### src/rtl/perf_pkg.sv
// Shared types and constants for the performance-counter dump block.
package perf_pkg;

  typedef enum logic {
    IDLE = 1'b0,
    DUMP = 1'b1
  } perf_state_t;

  localparam int unsigned NUM_EVENTS_DEF = 16;
  localparam int unsigned CNT_WIDTH_DEF  = 32;
  localparam int unsigned IDX_W          = $clog2(NUM_EVENTS_DEF);

  // One streamed record at the default configuration.
  typedef struct packed {
    logic [IDX_W-1:0]         idx;
    logic [CNT_WIDTH_DEF-1:0] data;
    logic                     last;
  } perf_record_t;

endpackage

### src/rtl/perf_event_counter.sv
// One wrapping event counter with its snapshot register.
module perf_event_counter #(
  parameter int unsigned CNT_WIDTH     = 32,
  parameter bit          CLEAR_ON_DUMP = 1'b0
) (
  input  logic                 clk,
  input  logic                 rst,
  input  logic                 inc,
  input  logic                 clear,
  input  logic                 take,
  output logic [CNT_WIDTH-1:0] snap
);

  logic [CNT_WIDTH-1:0] cnt;

  // The snapshot takes the pre-increment value; a clear still beats a same-cycle event.
  always_ff @(posedge clk or posedge rst) begin
    if (rst) begin
      cnt  <= '0;
      snap <= '0;
    end else begin
      if (take) snap <= cnt;
      if (clear) cnt <= '0;
      else if (take && CLEAR_ON_DUMP) cnt <= CNT_WIDTH'(inc);
      else cnt <= cnt + CNT_WIDTH'(inc);
    end
  end

endmodule

### src/rtl/perf_counter_dump.sv
// Per-event wrapping counters with on-demand / periodic snapshot streamed over valid/ready.
module perf_counter_dump
  import perf_pkg::*;
#(
  parameter int unsigned NUM_EVENTS    = 16,
  parameter int unsigned CNT_WIDTH     = 32,
  parameter int unsigned PERIOD_WIDTH  = 16,
  parameter bit          CLEAR_ON_DUMP = 1'b0
) (
  input  logic                          clk,
  input  logic                          rst,
  input  logic [NUM_EVENTS-1:0]         events_i,
  input  logic                          clear_i,
  input  logic                          dump_req_i,
  input  logic [PERIOD_WIDTH-1:0]       period_i,
  output logic                          out_valid,
  input  logic                          out_ready,
  output logic [$clog2(NUM_EVENTS)-1:0] out_idx,
  output logic [CNT_WIDTH-1:0]          out_data,
  output logic                          out_last,
  output logic                          busy
);

  localparam int unsigned   IW       = $clog2(NUM_EVENTS);
  localparam logic [IW-1:0] LAST_IDX = IW'(NUM_EVENTS - 1);

  perf_state_t             state;
  logic [PERIOD_WIDTH-1:0] timer;
  logic                    pending;
  logic                    timer_hit;
  logic                    req;
  logic                    hs;
  logic                    take;
  logic [CNT_WIDTH-1:0]    snap [NUM_EVENTS];

  assign timer_hit = (period_i != '0) && (timer == period_i - 1'b1);
  assign req       = dump_req_i | timer_hit;
  assign hs        = out_valid & out_ready;
  assign out_last  = out_valid && (out_idx == LAST_IDX);
  assign busy      = (state == DUMP);
  assign out_data  = snap[out_idx];

  // Snapshot on an idle request, or on the final handshake when another dump is owed.
  assign take = (state == IDLE) ? req : (hs && out_last && (pending || req));

  always_ff @(posedge clk or posedge rst) begin
    if (rst) begin
      timer <= '0;
    end else if (period_i == '0 || timer_hit) begin
      timer <= '0;
    end else begin
      timer <= timer + 1'b1;
    end
  end

  always_ff @(posedge clk or posedge rst) begin
    if (rst) begin
      state     <= IDLE;
      out_valid <= 1'b0;
      out_idx   <= '0;
      pending   <= 1'b0;
    end else begin
      case (state)
        IDLE: begin
          if (req) begin
            state     <= DUMP;
            out_valid <= 1'b1;
            out_idx   <= '0;
          end
        end
        DUMP: begin
          if (hs && out_last) begin
            pending <= 1'b0;
            out_idx <= '0;
            if (!(pending || req)) begin
              state     <= IDLE;
              out_valid <= 1'b0;
            end
          end else begin
            if (hs) out_idx <= out_idx + 1'b1;
            if (req) pending <= 1'b1;
          end
        end
        default: begin
          state     <= IDLE;
          out_valid <= 1'b0;
        end
      endcase
    end
  end

  for (genvar g = 0; g < NUM_EVENTS; g++) begin : g_cnt
    perf_event_counter #(
      .CNT_WIDTH    (CNT_WIDTH),
      .CLEAR_ON_DUMP(CLEAR_ON_DUMP)
    ) u_cnt (
      .clk  (clk),
      .rst  (rst),
      .inc  (events_i[g]),
      .clear(clear_i),
      .take (take),
      .snap (snap[g])
    );
  end

endmodule

### config.mk
export PLATFORM = sky130hd
export DESIGN_NAME = perf_counter_dump
export DESIGN_NICKNAME = d
export VERILOG_FILES = /design/src/rtl/perf_pkg.sv /design/src/rtl/perf_event_counter.sv /design/src/rtl/perf_counter_dump.sv
export SDC_FILE = /design/constraint.sdc
export NUM_CORES = 2
export LEC_CHECK = 0
export ABC_AREA = 1
export CELL_PAD_IN_SITES_DETAIL_PLACEMENT = 0
export CELL_PAD_IN_SITES_GLOBAL_PLACEMENT = 1
export CORE_ASPECT_RATIO = 1.2
export CORE_UTILIZATION = 27
export CTS_CLUSTER_DIAMETER = 100
export DETAILED_ROUTE_END_ITERATION = 12
export PLACE_DENSITY = 0.62
export SKIP_LAST_GASP = 1
export SLEW_MARGIN = 20
export SYNTH_ARGS = -nofsm -noshare
export SYNTH_HDL_FRONTEND = slang
export SYNTH_SLANG_ARGS = --single-unit
### constraint.sdc
create_clock -name clk -period 38.9 [get_ports clk]
set_clock_uncertainty 0.15 [all_clocks]
set_input_delay 11.67 -clock clk [delete_from_list [all_inputs] [get_ports clk]]
set_output_delay 11.67 -clock clk [all_outputs]
set_load 0.02 [all_outputs]
==> metrics.md <==
| Metric | Value |
|---|---|
| Antenna-violating nets left | `0` |
| Critical path endpoint category | `primary output` |
| Area delta synth->final | `12.3%` |
| Share of power burned in the clock network | `40.6%` |
| Clock Pin Slew Worst Setup and Hold Paths | `0.06 ns` |
| Drt wl/cell | `19.5 um` |
| Count of maximum capacitance violations | `0` |
| Synth Area per Inst | `7.94 um^2` |
| Pleak | `27.4 nW` |
| Outcome | `finished with violations` |
| Failing checks | `DRC` |
| Pwr dens | `47.1 nW/um^2` |
| DP HPWL | `123 mm` |
| Pre-antenna DRT Iters | `12` |
| Tcrit/Tclk final | `44.9%` |
| Placed Instances | `9168` |
| Buf+Inv Stages, Crit Path | `3` |
| Final min period | `17.45 ns` |
| RSZ-0062 raised after global routing | `false` |
| Die span in x | `410 um` |
| Post-cts resize count | `0` |
| Final GP Congestion | `0.849` |
| R2R Path Start | `out_idx[0]$_DFFE_PP0P_` |
| Largest stage delay, worst path | `0.93 ns` |
| Initial antenna violation count | `4` |
| Final WL | `183 mm` |
| Clock latency on the worst-skew pair | `0.77 ns` |
| Clock Sinks | `1047` |
| Yosys warning total | `0` |
| Die area | `202000 um^2` |
| Layout Nets | `6732` |
| Fillcell total | `21300` |
| Hold Crit Class | `flip-flop to flip-flop` |
| # rows | `179` |
| Distinct cells, synth | `45` |
| Max Buffers Root-to-Sink | `3` |
| Crit path DAT | `5.63 ns` |
| Hold Crit Start | `g_cnt[8].u_cnt.snap[3]$_DFFE_PP0P_` |
| Top FF cell, synth | `dfrtp_1` |
| CTS tree | `built` |
| Initial Utilization | `27.2%` |
| Clock Tree Root | `clkbuf_16` |
| Peak supply drop | `0.0000379 V` |
| Initial DRC Count | `3579` |
| Vias in the first global route | `46100` |
| Hold_ws | `0.314 ns` |
| Critical-path top delay cell | `dfrtp_4` |
| Largest net degree at the start of global routing | `188` |
| Switching Fraction | `32.4%` |
| Total negative slack | `0 ns` |
| Die Height | `492 um` |
| Mapped cell area | `54000 um^2` |
| Critical path class | `flip-flop to primary output` |
| EDFF count, synth | `0` |
| R2R depth | `12` |
| NetSw | `0.927 mW` |
| Mapped Cells | `6803` |
| DRC viols | `20` |
| Number of port buffers | `75` |
| Hold buffer count at CTS | `0` |
| Final Hold Fails | `0` |
| Post-CTS Setup Repair Bufs | `0` |
| Via density | `4.96` |
| Combinational fraction of design power | `19.2%` |
| Delay-heaviest family, CP | `buffers and inverters` |
| Post-synth ARST share | `100%` |
| Layout cells sized above 1 | `3.99%` |
| Final setup viols | `0` |
| Core area | `199000 um^2` |
| P_int | `1.93 mW` |
| CP Cell Sequence | `buf_4 > buf_4 > mux2i_1 > o21ai_0 > o211ai_1 > nand2_1 > clkdlybuf4s50_1` |
| Sequential area share after synthesis | `48.5%` |
| CP Data Required Time | `27.08 ns` |
| Hold Path Sink | `g_cnt[8].u_cnt.snap[3]$_DFFE_PP0P_` |
| Flops & latches, synth | `1047` |
| Top cell by count, worst path | `buf_4` |
| RR Endpoint | `g_cnt[3].u_cnt.snap[19]$_DFFE_PP0P_` |
| Slew Limit Fails | `0` |
| Worst hold stages | `2` |
| GRT Overall Usage | `18.0%` |
| Worst-margin pin slew | `1.08 ns` |
| Startpoint Class | `flip-flop` |
| Io pins | `76` |
| Flop pwr share | `40.1%` |
| H-tree levels | `3` |
| Slew margin rel. | `27.9%` |
| Reg2Reg Setup Slack | `32.93 ns` |
| GR Overflow Total | `0` |
| Peak Freq | `0.0573 GHz` |
| CP max FO | `83` |
| Syn Nets | `6875` |
| First-pass GRT wire length | `286 mm` |
| Final std cells w/o fill | `9386` |
| Total CTS buffers | `114` |
| Via count | `46600` |
-- worst register-to-register path: cells and delay by family (launching register included) --
kind,cells,cell delay (ns)
buffers and inverters,5,3.03
AND/OR/NAND/NOR,6,1.46
flip-flops,1,0.93
adder cells (fa/ha/maj),1,0.29
-- state kept, by name, indices dropped and copies added, names as in the netlist --
name,cells
g_cnt.u_cnt.snap,512
g_cnt.u_cnt.cnt,512
out_valid,1
pending,1
out_idx,4
busy,1
timer,16
-- layout by cell type (no fill, tap or decap), types with 4 or more instances in the layout --
cell type and n:
bufinv_16 7, clkdlybuf4s50_1 74, a31oi_1 24, clkinvlp_4 5
a221oi_1 11, xor2_1 52, nor3b_1 14, nor3_1 262
or2_2 4, o211ai_1 129, ha_1 35, buf_12 6
a21oi_1 405, a211o_1 6, inv_1 673, clkinv_2 15
nand4_1 624, o21ai_0 350, xnor2_1 8, nor4_1 73
nand3b_1 5, mux2i_1 128, nor4b_1 4, buf_4 44
and3_1 7, o21a_1 41, nor2_1 573, clkbuf_16 116
a211oi_1 13, clkbuf_8 41, dfrtp_1 1044, clkbuf_1 25
nand3_1 207, nand2_1 1687
-- power by group through the flow --
stage | registers, mW | clock network [mW] | logic (mW)
2_1_floorplan | 1.15 | 0 | 0.292
3_3_place_gp | 1.17 | 0 | 0.557
3_5_place_dp | 1.17 | 0 | 0.555
4_1_cts | 1.15 | 1.19 | 0.558
5_1_grt | 1.15 | 1.23 | 0.590
6_report | 1.15 | 1.16 | 0.549
-- cell usage after synthesis (7+ instances only) --
cell	instances	area, um^2
a221oi_1	11	96.3
nor3b_1	14	105
inv_1	675	2530
buf_1	27	101
and3_1	7	43.8
nand2_1	1687	6330
nand3_1	209	1050
a31oi_1	24	150
xnor2_1	8	70.1
xor2_1	52	455
ha_1	35	438
nor3_1	262	1310
clkbuf_1	192	721
nand4_1	624	3900
buf_4	23	173
nor4_1	74	463
a21oi_1	405	2030
nor2_1	573	2150
buf_2	110	551
a211oi_1	13	97.6
buf_6	35	394
dfrtp_1	1047	26200
o21ai_0	350	1750
mux2i_1	128	1280
o211ai_1	129	968
o21a_1	41	308
-- per-stage QoR --
| step | utilization, % | power [mW] | area, um^2 | setup slack, ns |
|---|---|---|---|---|
| floorplan | - | 1.44 | 54000 | 12.64 |
| global placement | 28.5 | 1.72 | 56700 | 20.57 |
| detailed placement | 28.5 | 1.72 | 56700 | 20.94 |
| CTS | 30.5 | 2.90 | 60600 | 21.43 |
| global route | 30.5 | 2.97 | 60700 | 21.26 |
| finish | 30.5 | 2.86 | 60700 | 21.45 |
-- routing by layer --
layer / vias up / wire length, um / global-route usage [%]
met4: 2 / 5260 / 5.90
met1: 22800 / 85700 / 25.1
met5: - / 11 / 0
met2: 904 / 85100 / 29.1
met3: 210 / 6780 / 1.87
li1: 22700 / - / -
-- cell type report --
type                       instances  area, um^2  share of cell area [%]
antenna                            3        7.51                  0.0124
clock buffer                     182        3560                    5.87
clock inverter                    33         413                   0.681
inverter                         681        2580                    4.25
multi-input combinational       4688       23400                    38.5
sequential                      1047       26200                    43.2
tap                             2624        3280                    5.41
timing repair buffer             128        1240                    2.04
-- how the worst max path moves through the flow --
stage / cells after the start / endpoint / start
2_1_floorplan: 1 / busy$_DFF_PP0_ / rst
3_3_place_gp: 19 / g_cnt[9].u_cnt.snap[16]$_DFFE_PP0P_ / period_i[0]
3_5_place_dp: 15 / g_cnt[10].u_cnt.snap[21]$_DFFE_PP0P_ / period_i[0]
4_1_cts: 8 / out_data[2] / out_idx[0]$_DFFE_PP0P_
5_1_grt: 19 / g_cnt[14].u_cnt.snap[1]$_DFFE_PP0P_ / period_i[0]
6_report: 7 / out_data[17] / out_idx[0]$_DFFE_PP0P_
-- cells by family after synthesis --
kind of cell / after synthesis / share of synthesized area [%]
XOR/XNOR: 60 / 0.972
AO/OA/AOI/OAI: 993 / 10.3
flip-flops: 1047 / 48.5
adder cells (fa/ha/maj): 35 / 0.810
buffers and inverters: 1068 / 8.32
AND/OR/NAND/NOR: 3472 / 28.7
multiplexers: 128 / 2.37
Power figures use the tool's default switching activity.
